File: src/rtl/sr_serial.sv
// sr_serial: multi-cycle right shifter, logical or arithmetic, under a Start/Done handshake.
// Build option: define SR_SERIAL_DUAL_STEP_EN to shift two positions per step while counter >= 2.
`timescale 1ns/1ps
module sr_serial #(
  parameter int n = 16
) (
  input  logic                 clk,
  input  logic                 reset,
  input  logic                 Start,
  input  logic [n-1:0]         In,
  input  logic [$clog2(n)-1:0] Shamt,
  input  logic                 Arith,
  output logic                 Busy,
  output logic                 Done,
  output logic [n-1:0]         Out
);
  localparam int CW = $clog2(n);

  typedef enum logic [1:0] {
    IDLE  = 2'd0,
    SHIFT = 2'd1,
    DONE  = 2'd2
  } state_t;

  state_t        state_q, state_d;
  logic [n-1:0]  data_q, data_d;
  logic [CW-1:0] cnt_q, cnt_d;
  logic          arith_q, arith_d;
  logic          fill;

  // Sign fill is taken from the current MSB so repeated steps keep propagating it.
  assign fill = arith_q & data_q[n-1];

  always_comb begin
    // NOTE: every variable gets a hold value first so no path through the case infers a latch.
    state_d = state_q;
    data_d  = data_q;
    cnt_d   = cnt_q;
    arith_d = arith_q;
    case (state_q)
      IDLE, DONE: begin
        if (Start) begin
          data_d  = In;
          cnt_d   = Shamt;
          arith_d = Arith;
          state_d = (Shamt != '0) ? SHIFT : DONE;
        end else if (state_q == DONE) begin
          state_d = IDLE;
        end
      end
      SHIFT: begin
`ifdef SR_SERIAL_DUAL_STEP_EN
        if (cnt_q >= CW'(2)) begin
          data_d = {{2{fill}}, data_q[n-1:2]};
          cnt_d  = cnt_q - CW'(2);
        end else begin
          data_d = {fill, data_q[n-1:1]};
          cnt_d  = cnt_q - CW'(1);
        end
`else
        data_d = {fill, data_q[n-1:1]};
        cnt_d  = cnt_q - CW'(1);
`endif
        if (cnt_d == '0) state_d = DONE;
      end
      default: state_d = IDLE;
    endcase
  end

  // NOTE: state registers use non-blocking assignments so every flop samples pre-edge values.
  always_ff @(posedge clk or negedge reset) begin
    if (!reset) begin
      state_q <= IDLE;
      data_q  <= '0;
      cnt_q   <= '0;
      arith_q <= 1'b0;
    end else begin
      state_q <= state_d;
      data_q  <= data_d;
      cnt_q   <= cnt_d;
      arith_q <= arith_d;
    end
  end

  assign Busy = (state_q == SHIFT);
  assign Done = (state_q == DONE);
  assign Out  = data_q;

endmodule

File: config.mk
export PLATFORM = sky130hd
export DESIGN_NAME = sr_serial
export DESIGN_NICKNAME = d
export VERILOG_FILES = /design/src/rtl/sr_serial.sv
export SDC_FILE = /design/constraint.sdc
export NUM_CORES = 1
export LEC_CHECK = 0
export ABC_AREA = 0
export CAP_MARGIN = 25
export CORE_MARGIN = 10
export CORE_UTILIZATION = 49
export CTS_BUF_LIST = sky130_fd_sc_hd__clkbuf_8
export CTS_CLUSTER_SIZE = 14
export DETAILED_ROUTE_END_ITERATION = 10
export GPL_TIMING_DRIVEN = 0
export PLACE_DENSITY_LB_ADDON = 0.2
export SYNTH_ARGS = -nofsm -noshare
export SYNTH_HDL_FRONTEND = slang
export SYNTH_SLANG_ARGS = --single-unit
export TNS_END_PERCENT = 30
File: constraint.sdc
create_clock -name clk -period 2.2 [get_ports clk]
set_input_delay 0.44 -clock clk [delete_from_list [all_inputs] [get_ports clk]]
set_output_delay 0.44 -clock clk [all_outputs]
set_load 0.005 [all_outputs]
==> metrics.md <==
| Metric | Value |
|---|---|
| Status | `completed` |
| Synth Cell Area | `1160 µm²` |
| Final period utilization | `0.886` |
| P&R area growth vs syn | `44.6%` |
| Htree depth | `1` |
| Netlist cell types | `28` |
| EDFF count, synth | `0` |
| Post-synthesis mux area share | `0.0303` |
| Clock sink total | `23` |
| R2R Path Start | `cnt_q[0]` |
| Max Buffers Root-to-Sink | `2` |
| Ys async rst share | `1.00` |
| Critical path class | `reg2out` |
| Mapped Cells | `125` |
| Post-synth top cells | `32 x nand2_1, 23 x dfrtp_1, 18 x nor2_1, 14 x a31oi_1, 5 x buf_2` |
| Post CTS Setup Buffer Count | `0` |
| Post-CTS Resized | `0` |
| Sequential element share of the synthesized area | `0.498` |
| CP max stage cell | `clkdlybuf4s50_1` |
| Pwr dens | `1410 nW/µm²` |
| Die footprint | `4700 µm²` |
| Most used DFF post-synth | `dfrtp_1` |
| Simple logic cell fraction of the synthesized area | `0.228` |
| Pins Over Slew Limit | `0` |
| Post-synth top area share | `0.498` |
| Relative slew slack | `0.717` |
| Crit. Startpoint | `state_q[1]` |
| Port bufs | `41` |
| First-pass GRT wire length | `5040 µm` |
| Share of cells above drive strength 1 | `0.0994` |
| Most area-hungry cell type in the Yosys netlist | `dfrtp_1` |
| Crit path DAT | `1510 ps` |
| Syn avg cell area | `9.25 µm²` |
| Hold_ws | `355 ps` |
| WL final | `3230 µm` |
| Vias | `1100` |
| Crit-path cells | `nand2b_1 -> buf_6 -> clkinv_4 -> clkdlybuf4s50_1` |
| Clk_skew | `1.54 ps` |
| Max VDD drop | `0.929 mV` |
| RSZ-0062 raised after global routing | `no` |
| Clk slew on worst S/H paths | `80 ps` |
| Initial antenna violation count | `0` |
| Xor and xnor fraction of the mapped netlist area | `0` |
| Hold Path Class | `in2async` |
| Vias per cell | `5.53` |
| Total track usage | `0.137` |
| CTS tree | `built` |
| Main combinational cell family by area after synthesis | `simple AND/OR/NAND/NOR gates` |
| Crit-path max FO | `10` |
| Max Cap Viol | `0` |
| Clock Tree Root | `clkbuf_8` |
| Clock latency on the worst-skew pair | `260 ps` |
| 1st-iter DRT viols | `90` |
| Grt total ovfl | `0` |
| Crit end category | `output port` |
| FF+latch count, synth | `23` |
| Most frequent cell after synthesis | `nand2_1` |
| YS warnings | `0` |
| I/O Pins | `42` |
| Reg2reg setup slack | `810 ps` |
| Top cells by area, synth | `dfrtp_1 50%, nand2_1 10%, a31oi_1 7.6%, nor2_1 5.8%, a221o_1 2.6%` |
| Hold buffers post-CTS | `0` |
| P_leak | `0.736 nW` |
| Nets | `198` |
| Drt pass-1 iters | `4` |
| Inserted Diodes | `0` |
| Hpwl dp | `2420 µm` |
| Core footprint | `2230 µm²` |
| Die width | `68.6 µm` |
| CP startpoint kind | `flop` |
| Final number of setup-violating endpoints | `0` |
| Final Hold Viols | `0` |
| Synthesized net count | `151` |
| Fin crit period | `1950 ps` |
| GPL Wtd Cong | `0.722` |
| DR DRC count | `0` |
| Compound-cell area share of the yosys netlist | `0.157` |
| FMAX | `513 MHz` |
| Cell row count | `17` |
| Slowest stage delay, CP | `490 ps` |
| Post-Synth Adder-Cell Area | `0.0216` |
| Setup TNS | `0 ps` |
| Worst Tran Pin Value | `425 ps` |
| Final ANT Viol Nets | `0` |
| Largest net degree at the start of global routing | `24` |
| Vias in the first global route | `1066` |
| Wire per inst | `16.2 µm` |
| Initial Util | `0.518` |
| Worst Path Required | `1760 ps` |
| Die H | `68.6 µm` |
| CTS buffer count | `3` |
[report_power, final]
| part | switching, mW | total [mW] | internal (mW) | leakage [nW] |
|---|---|---|---|---|
| clock network | 0.126 | 0.250 | 0.124 | 0.0269 |
| registers | 0.183 | 0.821 | 0.638 | 0.265 |
| logic | 0.598 | 1.29 | 0.689 | 0.444 |
| total | 0.907 | 2.36 | 1.45 | 0.736 |
[logic make-up after synthesis]
logic type,count (synthesis)
DFF,23
AOI/OAI and AO/OA,24
adders and majority gates,2
buffers and inverters,12
muxes,3
and+or+nand+nor,61
[cell usage in the layout (no fill, tap or decap), drive strengths merged]
cell           instances
nor3                   2
a221o                  4
a22oi                  1
clkdlybuf4s50         41
ha                     2
o21ai                  1
mux2i                  2
nor2                  18
nand3                  1
and4b                  1
or4                    1
clkbuf                 5
nor2b                  2
or3                    1
o22ai                  1
mux2                   1
dfrtp                 23
inv                    3
a41oi                  1
a22o                   2
a31oi                 14
nand2                 32
nor3b                  1
buf                    8
nand2b                 2
clkinv                 1
[registers in the layout (all words and copies together), names as in the netlist]
| name | count |
|---|---|
| Out | 16 |
| state_q | 2 |
| cnt_q | 4 |
| arith_q | 1 |
[final timing paths]
kind | to | cells past startpoint
setup / recovery | Busy | 4
hold / removal | Out[8] | 1
setup reg to reg | state_q[0] | 5
hold reg to reg | arith_q | 2
max in group asynchronous | Out[6] | 2
min in group clk | arith_q | 2
[final cells by class]
cell class	count	area, µm²
Sequential cell	23	576
Buffer	9	58.8
Multi-Input combinational cell	90	505
Inverter	3	16.3
Clock inverter	1	3.75
Fill cell	172	562
Clock buffer	3	41.3
Tap cell	28	35.0
Timing Repair Buffer	42	435
[worst max-delay path, delay by kind of cell, from the launching register on]
kind | cells | cell delay (ps)
DFF | 1 | 380
and+or+nand+nor | 1 | 160
buffers and inverters | 3 | 710
[per-stage QoR]
stage               power, mW  instances  worst slack, ps   util  area, µm²
floorplan                1.54        125              924      -       1160
global placement         2.05        194              441  0.717       1600
detailed placement       2.11        194              363  0.717       1600
CTS                      2.36        198              243  0.737       1650
global route             2.54        199              183  0.748       1670
finish                   2.36        199              250  0.748       1670
[per-layer routing]
metal	global-route usage	vias up	wire length, µm
met4	0.0327	0	21
li1	-	522	-
met3	0.0531	6	325
met2	0.205	49	1480
met1	0.183	523	1410
met5	0	-	0
Note: power is estimated with default switching activity, not from simulation.
==> variant, RTL diff (same flow settings) <==
The parameter `n` goes from 16 to 32.
--- a/src/rtl/sr_serial.sv
+++ b/src/rtl/sr_serial.sv
@@ -2,7 +2,7 @@
 // Build option: define SR_SERIAL_DUAL_STEP_EN to shift two positions per step while counter >= 2.
 `timescale 1ns/1ps
 module sr_serial #(
-  parameter int n = 16
+  parameter int n = 32
 ) (
   input  logic                 clk,
   input  logic                 reset,
Ports: changed (resized In, Out and Shamt); port bits go from 42 to 75. No check against the original RTL was run, so the function may have changed too.
==> variant against the original RTL <==
Cell area rose by 67%; total power is 54% higher; sequential cell count rose by 17; clock power grew 96%; core utilization up 0.24 points; global-route usage rose by 2.2 points; wire length rose by 69%; synthesized area increased by 65%; sequential share of layout area grew 1.5 points; worst setup slack worse by 140 ps; largest power group unchanged; highest routed layer unchanged.
==> variant: results (changes against the original RTL) <==
Place
  • Pre-CTS setup slack: 166 ps (-197 ps)
  • Placed inst area: 2700 um^2 (+69%)
  • GP Congestion: 0.806 (+12%)
  • Port buffer count: 74 (+80%)
  • Dpl cells: 343 (+77%)
  • Hpwl dp: 3940 um (+63%)

Final layout
  • Post-route cell area: 2790 um^2 (+67%)
  • Max reg flops: 32 (+16)
  • Clkbuf count: 6 (+3)
  • Area of the multi-input gates: 811 um^2 (+60%)
  • Ant. Diodes: 0 (unchanged)
  • Count of plain and timing-repair buffers: 89 (+75%)
  • Number of ordinary inverters in the final layout: 4 (+1)
  • #MultiIn Comb: 162 (+80%)
  • Register Area: 1000 um^2 (+74%)
  • Layout cells sized above 1: 0.0693 (-0.0301)
  • Fillers: 304 (+77%)
  • ClkCell Share: 0.0323 (+0.00534)
  • Count of flip-flops and latches: 40 (+74%)
  • Final nets: 345 (+74%)
  • Non-clock buffer share of cell area: 0.291 (-0.00463)

Pwr
  • P_leak: 1.23 nW (+67%)
  • Maximum vdd drop: 704 uV (-24%)

CTS
  • Root buffer cell: clkbuf_8
  • Total CTS buffers: 5 (+2)
  • Skew-Pair Late Insertion Delay: 290 ps (+30 ps)
  • H-Tree Level Count: 2 (+1)

Detailed routing
  • DR vias/cell: 5.38 (-2.6%)
  • DRT iter0 DRCs: 152 (+69%)
  • Drt wl/cell: 15.5 um (-4.3%)
  • Vias: 1890 (+72%)

Setup path
  • Worst path max stage delay: 530 ps (+40 ps)
  • Worst path arrival time: 1650 ps (+140 ps)
  • Reg2reg setup slack: 590 ps (-220 ps)
  • Crit path max fanout: 6 (-4)
  • FF-to-FF path depth: 6 (+1)
  • FF-to-FF End: state_q[1]

Logic synthesis
  • Synth Area in Adders: 0.0131 (-0.00850)
  • Async set-reset flop share out of synthesis: 1.00 (unchanged)
  • Synth Cell Area: 1900 um^2 (+65%)
  • Post-synthesis mux area share: 0.00526 (-0.0250)
  • Post-synthesis xor/xnor area fraction: 0.00460 (+0.00460)
  • Compound-Gate Fraction of Synth Area: 0.162 (+0.00547)
  • Top post-synthesis cells by area: dfrtp_1, nand2_1, a31oi_1
  • Yosys cell types: 27 (-3.6%)
  • Top post-synthesis cells by count: nand2_1, dfrtp_1, nor2_1, a31oi_1, buf_2
  • Sequential-to-total area share from yosys stat: 0.526 (+0.0281)
  • Mapped Avg Cell Area: 8.61 um^2 (-6.9%)
  • Post-synthesis net count: 264 (+75%)

Global routing
  • Number of global-route vias before repair: 1802 (+69%)
  • Global-route wire length before repair: 8590 um (+71%)
  • Total GRT Usage: 0.159 (+0.0215)
  • Largest net degree at the start of global routing: 41 (+71%)

STA
  • TNS Setup: 0 ps (unchanged)
  • Rel. slew slack: 0.395 (-0.322)
  • Final critical-path share of the clock period: 0.950 (+0.0639)
  • Minimum hold slack: 278 ps (-77.8 ps)
  • Final Skew: 3.16 ps (+1.62 ps)

Run status
  • Status: finished clean
variant: cell types whose count changed after synthesis, sizes merged, moves of 2 or more:
cell | before | now
nand2 | 32 | 66
a31oi | 14 | 32
nor2 | 18 | 36
dfrtp | 23 | 40
buf | 8 | 12
clkbuf | 1 | 3
inv | 2 | 4
o31ai | 0 | 2
variant: metal layers:
layer / share of wire / vias to the layer above / global-route usage
met3: 0.097 / 11 / 0.0551
li1: - / 918 / -
met4: 0.014 / 0 / 0.0442
met2: 0.48 / 73 / 0.252
met1: 0.41 / 888 / 0.201
met5: 0 / - / 0
variant: worst max-delay path, delay by kind of cell (launching register included):
family / cells / cell delay [ps]
buffers and inverters: 2 / 700
DFF: 1 / 420
and+or+nand+nor: 1 / 240
variant: where the power goes:
group / switching, mW / leakage, nW / internal, mW
registers: 0.273 / 0.439 / 1.07
logic: 0.836 / 0.732 / 0.967
clock network: 0.244 / 0.0538 / 0.247
total: 1.35 / 1.23 / 2.28
